===== src/rtl/writeback_gen_pkg.sv =====
// writeback_gen_pkg
//   Shared constants and types for the parametrised writeback stage:
//   opcode / privileged sub-type encodings, TLB exception codes, the
//   RUN/SLEEP/HALT state encoding and the load-size encoding.
package writeback_gen_pkg;

    // Opcodes seen at writeback
    localparam logic [4:0] OP_PRIV    = 5'd31;  // privileged group (rfe/rfi/halt/sleep)
    localparam logic [4:0] OP_BRI     = 5'd12;  // branch-immediate, never writes a register
    localparam logic [4:0] OP_LOAD_LO = 5'd16;  // load opcode range, inclusive
    localparam logic [4:0] OP_LOAD_HI = 5'd23;

    // Privileged sub-types (priv_type)
    localparam logic [4:0] PRIV_HALT  = 5'd2;   // halt or sleep, chosen by crmov_mode_type
    localparam logic [4:0] PRIV_RFE   = 5'd3;

    // crmov_mode_type values qualifying PRIV_HALT
    localparam logic [1:0] MODE_SLEEP = 2'd1;
    localparam logic [1:0] MODE_HALT  = 2'd2;

    // TLB exception codes
    localparam logic [7:0] EXC_TLB_I  = 8'h82;
    localparam logic [7:0] EXC_TLB_D  = 8'h83;

    // Retirement state machine encoding (also the state_out encoding)
    typedef logic [1:0] wb_state_t;
    localparam wb_state_t ST_RUN   = 2'd0;
    localparam wb_state_t ST_SLEEP = 2'd1;
    localparam wb_state_t ST_HALT  = 2'd2;

    // load_size encoding; LS_NONE yields a zero result
    typedef enum logic [1:0] {
        LS_WORD = 2'd0,
        LS_HALF = 2'd1,
        LS_BYTE = 2'd2,
        LS_NONE = 2'd3
    } load_size_e;

    function automatic logic is_tlb_exc(input logic [7:0] code);
        return (code == EXC_TLB_I) || (code == EXC_TLB_D);
    endfunction

    function automatic logic is_load_opcode(input logic [4:0] op);
        return (op >= OP_LOAD_LO) && (op <= OP_LOAD_HI);
    endfunction

endpackage


===== src/rtl/writeback_gen_load_align.sv =====
// writeback_gen_load_align
//   Purely combinational load-data aligner. Picks a word, half or byte
//   out of the low 32 bits of the raw memory word according to size and
//   addr_lo, then zero- or sign-extends it to XLEN.
// Ports:
//   data      in  XLEN  raw memory word (only [31:0] is examined)
//   size      in  2     0 word, 1 half, 2 byte, 3 -> result 0
//   sign_ext  in  1     sign-extend the selected field
//   addr_lo   in  2     low address bits selecting the field
//   aligned   out XLEN  aligned, extended result
module writeback_gen_load_align
    import writeback_gen_pkg::*;
#(
    parameter int XLEN = 32
) (
    input  logic [XLEN-1:0] data,
    input  logic [1:0]      size,
    input  logic            sign_ext,
    input  logic [1:0]      addr_lo,
    output logic [XLEN-1:0] aligned
);

    logic [31:0] w;
    logic [15:0] h;
    logic [7:0]  b;

    assign w = data[31:0];

    // A half at offset 3 would straddle the word; it is treated as offset 2.
    always_comb begin
        h = w[31:16];
        case (addr_lo)
            2'd0:    h = w[15:0];
            2'd1:    h = w[23:8];
            default: h = w[31:16];
        endcase
    end

    assign b = w[{addr_lo, 3'b000} +: 8];

    // Size casts of a signed operand sign-extend; of an unsigned one zero-extend.
    always_comb begin
        aligned = '0;
        case (load_size_e'(size))
            LS_WORD: aligned = sign_ext ? XLEN'($signed(w)) : XLEN'(w);
            LS_HALF: aligned = sign_ext ? XLEN'($signed(h)) : XLEN'(h);
            LS_BYTE: aligned = sign_ext ? XLEN'($signed(b)) : XLEN'(b);
            default: aligned = '0;
        endcase
    end

endmodule


===== src/rtl/writeback_gen.sv =====
// writeback_gen
//   Parametrised writeback stage. Retires NPORTS results per cycle, aligns
//   load data on port 0, classifies the retiring slot's events, runs the
//   RUN/SLEEP/HALT retirement state machine and keeps a HIST_DEPTH-deep
//   history of committed writes for the bypass network.
//   XLEN must be 32 or 64; NPORTS 1..4; HIST_DEPTH 1..4.
// Ports:
//   clk, rst_n (async, active low), clk_en (global advance)
//   bubble_in, opcode, priv_type, crmov_mode_type, exc_in   slot decode
//   is_load, is_store, tgts_cr, load_size, load_signed,
//   addr_lo, mem_result                                     port-0 memory path
//   alu_result, tgt_in                                      per-port flat buses
//   wake_irq                                                SLEEP wakeup (level)
//   result_out, we                                          combinational write ports
//   wb_tgt_out, wb_result_out, wb_valid_out                 registered write ports
//   hist_valid, hist_tgt, hist_result                       history; entry k, port p
//                                                           at flat slot k*NPORTS+p
//   exc/interrupt/rfe/rfi/tlb_exc_in_wb                     event flags
//   halt_out, sleep_out                                     one-cycle event pulses
//   state_out                                               0 RUN, 1 SLEEP, 2 HALT
module writeback_gen
    import writeback_gen_pkg::*;
#(
    parameter int XLEN       = 32,
    parameter int NPORTS     = 2,
    parameter int REG_BITS   = 5,
    parameter int HIST_DEPTH = 2
) (
    input  logic                                 clk,
    input  logic                                 rst_n,
    input  logic                                 clk_en,
    input  logic                                 bubble_in,
    input  logic [4:0]                           opcode,
    input  logic [4:0]                           priv_type,
    input  logic [1:0]                           crmov_mode_type,
    input  logic [7:0]                           exc_in,
    input  logic                                 is_load,
    input  logic                                 is_store,
    input  logic                                 tgts_cr,
    input  logic [1:0]                           load_size,
    input  logic                                 load_signed,
    input  logic [1:0]                           addr_lo,
    input  logic [XLEN-1:0]                      mem_result,
    input  logic [NPORTS*XLEN-1:0]               alu_result,
    input  logic [NPORTS*REG_BITS-1:0]           tgt_in,
    input  logic                                 wake_irq,
    output logic [NPORTS*XLEN-1:0]               result_out,
    output logic [NPORTS-1:0]                    we,
    output logic [NPORTS*REG_BITS-1:0]           wb_tgt_out,
    output logic [NPORTS*XLEN-1:0]               wb_result_out,
    output logic [NPORTS-1:0]                    wb_valid_out,
    output logic [NPORTS*HIST_DEPTH-1:0]         hist_valid,
    output logic [NPORTS*HIST_DEPTH*REG_BITS-1:0] hist_tgt,
    output logic [NPORTS*HIST_DEPTH*XLEN-1:0]    hist_result,
    output logic                                 exc_in_wb,
    output logic                                 interrupt_in_wb,
    output logic                                 rfe_in_wb,
    output logic                                 rfi_in_wb,
    output logic                                 tlb_exc_in_wb,
    output logic                                 halt_out,
    output logic                                 sleep_out,
    output logic [1:0]                           state_out
);

    wb_state_t state;
    logic      live;
    logic      priv_ok;
    logic      retire_ok;
    logic      advance;
    logic [XLEN-1:0] aligned;

    // History storage; entry 0 is the newest. Packed so the flat output
    // buses are a straight reinterpretation.
    logic [HIST_DEPTH-1:0][NPORTS-1:0]          h_vld;
    logic [HIST_DEPTH-1:0][NPORTS*REG_BITS-1:0] h_tgt;
    logic [HIST_DEPTH-1:0][NPORTS*XLEN-1:0]     h_res;

    // ---------------------------------------------------------------
    // Event classification
    // ---------------------------------------------------------------
    assign live            = !bubble_in && (state == ST_RUN);
    assign exc_in_wb       = live && (exc_in != '0);
    assign interrupt_in_wb = live && (exc_in[7:4] == 4'hf);
    assign tlb_exc_in_wb   = exc_in_wb && is_tlb_exc(exc_in);

    // Privileged encodings only count when the slot is not faulting, so an
    // exception in a halt/sleep slot also blocks the state transition.
    assign priv_ok   = live && !exc_in_wb && (opcode == OP_PRIV);
    assign rfe_in_wb = priv_ok && (priv_type == PRIV_RFE);
    assign rfi_in_wb = rfe_in_wb && crmov_mode_type[1];
    assign halt_out  = priv_ok && (priv_type == PRIV_HALT) && (crmov_mode_type == MODE_HALT);
    assign sleep_out = priv_ok && (priv_type == PRIV_HALT) && (crmov_mode_type == MODE_SLEEP);

    assign retire_ok = live && !exc_in_wb && (opcode != OP_BRI);

    // ---------------------------------------------------------------
    // Load alignment (port 0 only)
    // ---------------------------------------------------------------
    writeback_gen_load_align #(.XLEN(XLEN)) u_align (
        .data     (mem_result),
        .size     (load_size),
        .sign_ext (load_signed),
        .addr_lo  (addr_lo),
        .aligned  (aligned)
    );

    // ---------------------------------------------------------------
    // Per-port result mux and write enables
    // ---------------------------------------------------------------
    for (genvar p = 0; p < NPORTS; p++) begin : g_port
        logic [REG_BITS-1:0] tgt;
        assign tgt = tgt_in[p*REG_BITS +: REG_BITS];

        if (p == 0) begin : g_ld
            // Port 0 carries loads, stores and control-register moves; the
            // latter two never write the integer register file.
            assign result_out[0 +: XLEN] = is_load ? aligned : alu_result[0 +: XLEN];
            assign we[0] = retire_ok && (tgt != '0) && !is_store && !tgts_cr;
        end else begin : g_alu
            assign result_out[p*XLEN +: XLEN] = alu_result[p*XLEN +: XLEN];
            assign we[p] = retire_ok && (tgt != '0);
        end
    end

    // ---------------------------------------------------------------
    // Retirement state machine
    // ---------------------------------------------------------------
    always_ff @(posedge clk or negedge rst_n) begin
        if (!rst_n) begin
            state <= ST_RUN;
        end else if (clk_en) begin
            case (state)
                ST_RUN: begin
                    if (halt_out)       state <= ST_HALT;
                    else if (sleep_out) state <= ST_SLEEP;
                end
                // wake_irq is only looked at from SLEEP, so a wake that
                // coincides with the sleep slot is ignored.
                ST_SLEEP: if (wake_irq) state <= ST_RUN;
                default:  state <= state;   // HALT exits only via reset
            endcase
        end
    end

    assign state_out = state;

    // ---------------------------------------------------------------
    // Registered write ports and history
    // ---------------------------------------------------------------
    assign advance = clk_en && (state == ST_RUN);

    always_ff @(posedge clk or negedge rst_n) begin
        if (!rst_n) begin
            wb_valid_out  <= '0;
            wb_tgt_out    <= '0;
            wb_result_out <= '0;
            h_vld         <= '0;
            h_tgt         <= '0;
            h_res         <= '0;
        end else if (advance) begin
            // Entering SLEEP/HALT drops the registered enables so nothing
            // downstream keeps forwarding a stale write while frozen.
            wb_valid_out  <= (halt_out || sleep_out) ? '0 : we;
            wb_tgt_out    <= tgt_in;
            wb_result_out <= result_out;
            for (int k = HIST_DEPTH - 1; k > 0; k--) begin
                h_vld[k] <= h_vld[k-1];
                h_tgt[k] <= h_tgt[k-1];
                h_res[k] <= h_res[k-1];
            end
            h_vld[0] <= wb_valid_out;
            h_tgt[0] <= wb_tgt_out;
            h_res[0] <= wb_result_out;
        end
    end

    assign hist_valid  = h_vld;
    assign hist_tgt    = h_tgt;
    assign hist_result = h_res;

endmodule


===== config.mk =====
export PLATFORM = sky130hd
export DESIGN_NAME = writeback_gen
export DESIGN_NICKNAME = d
export VERILOG_FILES = /design/src/rtl/writeback_gen_pkg.sv /design/src/rtl/writeback_gen_load_align.sv /design/src/rtl/writeback_gen.sv
export SDC_FILE = /design/constraint.sdc
export NUM_CORES = 1
export LEC_CHECK = 0
export BUFFER_PORTS_ARGS = -buffer_cell sky130_fd_sc_hd__clkbuf_2
export CORE_AREA = 2 2 174 176
export DETAILED_ROUTE_END_ITERATION = 10
export DIE_AREA = 0 0 176 178
export GPL_TIMING_DRIVEN = 0
export PLACE_DENSITY = 0.61
export SLEW_MARGIN = 20
export SYNTH_ARGS = -nofsm -noshare
export SYNTH_HDL_FRONTEND = slang
export SYNTH_SLANG_ARGS = --single-unit
export TNS_END_PERCENT = 100

===== constraint.sdc =====
create_clock -name clk -period 2 [get_ports clk]
set_input_delay 0.2 -clock clk [delete_from_list [all_inputs] [get_ports clk]]
set_output_delay 0.2 -clock clk [all_outputs]
set_load 0.005 [all_outputs]

==> key figures <==
Placement
  – I/O Buffers: approximately 440
  – Final GP Congestion: 0.9110
  – Placed cell areas: 13,160 µm²
  – Placed wire-length estimate: roughly 30,000 µm
  – Placed cells: 2,071

Critical path
  – Slowest CP cell: dfrtp_2
  – Crit Path Max Fanout: 4
  – Top cell family by delay on the critical path: simple AND/OR/NAND/NOR gates
  – Worst path required time: between 1.5 and 2 ns
  – WS Path Type: flop to output port
  – Critical path arrival: ~2.0 ns
  – Crit-path max cell delay: 0.43 ns
  – CP endpoint kind: output port
  – Crit start category: flop
  – CP bufs+invs: 2
  – CP Cell Sequence: nor3_4, nand3_4, or3b_4, inv_2, buf_6

Floorplanning
  – Die height: ~180 µm
  – I/O Pins: between 400 and 500
  – Core ar.: about 29,000 µm²
  – # rows: 63
  – Chip width: 176 µm
  – Starting density of the core: a little over a third
  – DIE AREA: ~31,000 µm²

Routing
  – DRC marker count from the first detailed-route iteration: 602
  – Routed wire length: between 40,000 and 50,000 µm
  – Remaining DRCs: 0
  – Vias per inst: slightly below 5
  – Avg WL per Cell: approximately 18 µm
  – Via count: around 11k
  – First-pass DRT Iterations: 5
  – Post-DRT Antenna Nets: 0

Yosys
  – Synth Register Bits: 230
  – Ys Warns: 0
  – Yosys top cell area share: a little under three fifths
  – Netlist Area Pre-Place: 10,410 µm²
  – Largest cells by area after synthesis: dfrtp_1 55%, nand2_1 23%, o221ai_1 2.6%
  – Leading area contributor after synthesis: dfrtp_1
  – Main synth FF type: dfrtp_1
  – Netlist cell types: 47
  – Synth Net Count: between 1k and 1.5k
  – Sequential area share after synthesis: between 50% and 60%
  – Avg Cell Area, Syn: roughly 8.4 µm²
  – Post-synthesis cell count: roughly 1.2k
  – Post-synth EDFFs: 0
  – Async SR Flop Fraction: 100.0%
  – Top-count cell post-synth: nand2_1
  – Commonest cells in the netlist: 642 x nand2_1, 230 x dfrtp_1, 48 x clkbuf_1, 45 x nor2_1, 34 x buf_4

Layout
  – Ant. Diodes: 0
  – Nets@finish: between 1.5k and 2k
  – Fin cells: around 2.2k
  – Layout cells sized above 1: between 30% and 40%
  – Fin area: around 15,000 µm²
  – Area delta synth->final: 44.12%
  – Filler instances: roughly 2.9k

STA
  – Fin worst setup slack: -0.2023 ns
  – Max_slew headroom: 37.12%
  – Final Hold Violating Endpoints: 0
  – Unrepaired setup endpoints after global routing: yes
  – Slew Limit Fails: 0
  – Final number of setup-violating endpoints: 9
  – Fin crit period: about 2.2 ns
  – Worst Tran Pin Value: 0.9408 ns
  – Layout Skew: roughly 0.013 ns
  – Tcrit/Tclk final: 110.1%
  – Fmax: 454.1 MHz

CTS
  – Clock transition at path regs: roughly 0.060 ns
  – Clock sink count: 230
  – Total CTS buffers: 26
  – Clk_lat worst skew: ~0.53 ns
  – CTS tree: done
  – H-tree Lvls: 1
  – Clk root buf: clkbuf_16
  – Clock Tree Buf Depth: 3

Power
  – PwrDens: 724.0 nW/µm²
  – VDD IR max: 0.5028 mV
  – Leak: between 8 and 9 nW
  – Total Power: roughly 0.011 W
  – Clock Power Share: 44.8%
  – Sw Share: 24.39%
  – Internal: about 0.0082 W
  – P_sw: 0.002648 W
  – Combinational power share: a little over a tenth
  – Flop pwr share: about 45%

Status
  – Failing checks: setup timing
  – Outcome: finished with violations

GRT
  – Vias in the first global route: approximately 10k
  – Global-route wire length before repair: approximately 60,000 µm
  – Grt ovf: 0
  – Initial antenna violation count: 0
  – Largest net degree at the start of global routing: 89
  – GRT Overall Usage: approximately 25%

Run
  – Max-cap viol count: 0

Hold path
  – Hold Crit Class: primary input to flop
## cells by family after synthesis
group | count (synthesis) | share of synthesized area, %
simple gates | 742 | 28.28
flops | 230 | 55.30
buf+inv | 131 | 6.324
compound gates | 128 | 9.113
mux | 9 | 0.9858
## per-layer routing
layer,vias up,GRT usage [%],share of wire (%)
met1,5112,31.12,40
met5,-,0,0
met2,500,44.52,50
met4,0,5.441,1.8
met3,54,4.923,7.9
li1,5038,-,-
## per-stage QoR
step	TNS, ns	utilization (%)	setup slack (ns)	hold WS [ns]
floorplan	0	-	0.3225	-0.09559
global placement	-1067.48	44.53	-4.098	0.4116
detailed placement	-137.80	44.75	-0.7873	0.2095
CTS	-22.63	50.58	-0.2979	0.001969
global route	-1.932	51.01	-0.2900	0.02105
finish	-1.027	51.01	-0.2023	0.03367
## tightest hold or removal path, cell delays in order
cell	delay, ns
clkbuf_2	0.09
nand2_1	0.13
o41ai_1	0.09
## final timing paths
| check | startpoint | endpoint | slack [ns] | cells past startpoint |
|---|---|---|---|---|
| max reg2reg | state_out[1] | wb_valid_out[1] | -0.03 | 4 |
| max | state_out[1] | we[1] | -0.20 | 5 |
| min in group asynchronous | rst_n | hist_result[118] | 0.24 | 2 |
| min reg2reg | hist_valid[2] | hist_valid[2] | 0.47 | 2 |
| max in group asynchronous | rst_n | hist_result[96] | 0.92 | 3 |
| min | crmov_mode_type[0] | state_out[0] | 0.03 | 3 |
## power by group through the flow
stage / Clock, W / Combinational (W) / Sequential (W)
final: 0.00487 / 0.00116 / 0.00483
after global placement: 0 / 0.000996 / 0.00492
after floorplan: 0 / 0.000392 / 0.00490
after CTS: 0.00497 / 0.00114 / 0.00483
after global routing: 0.00520 / 0.00126 / 0.00484
after detailed placement: 0 / 0.00101 / 0.00492
## layout make-up
class / count / area [µm²] / share of cell area, %
Clock buffer: 40 / 784.5 / 5.230
Buffer: 102 / 651.9 / 4.346
Inverter: 26 / 103.9 / 0.6924
Clock inverter: 7 / 88.84 / 0.5923
Tap cell: 390 / 488.0 / 3.253
Timing Repair Buffer: 516 / 2984 / 19.89
Sequential cell: 230 / 5758 / 38.39
Multi-Input combinational cell: 879 / 4140 / 27.60
## flip-flops by register name (all words and copies together) (netlist names)
signal / count
hist_result: 128
hist_tgt: 20
hist_valid: 4
state_out: 2
wb_result_out: 64
wb_tgt_out: 10
wb_valid_out: 2
## repair_timing
item,in CTS,in global routing
cloned,0,0
resized for setup,74,54
endpoints found under the setup margin,251,214
setup buffers,8,9
hold buffers,60,0
endpoints found under the hold margin,114,0
pin swaps,11,8
## cells in the final DEF, fill, tap and decap left out, types with 8 or more instances in the layout
cell type	netlist	layout
clkbuf_8	0	8
dlygate4sd3_1	0	60
o21ai_1	1	9
mux2i_1	8	8
buf_4	34	50
clkbuf_16	0	27
buf_2	19	23
a31oi_1	16	16
nor2b_1	18	18
clkbuf_2	0	453
a21oi_1	27	27
o21ai_0	19	10
inv_1	23	22
clkbuf_4	0	10
o221ai_1	31	28
nor2_1	45	44
a21o_1	8	8
nand3b_1	8	8
dfrtp_1	230	228
nand2_1	642	641
clkbuf_1	48	18
No activity file was read; power rests on OpenSTA's default activity.
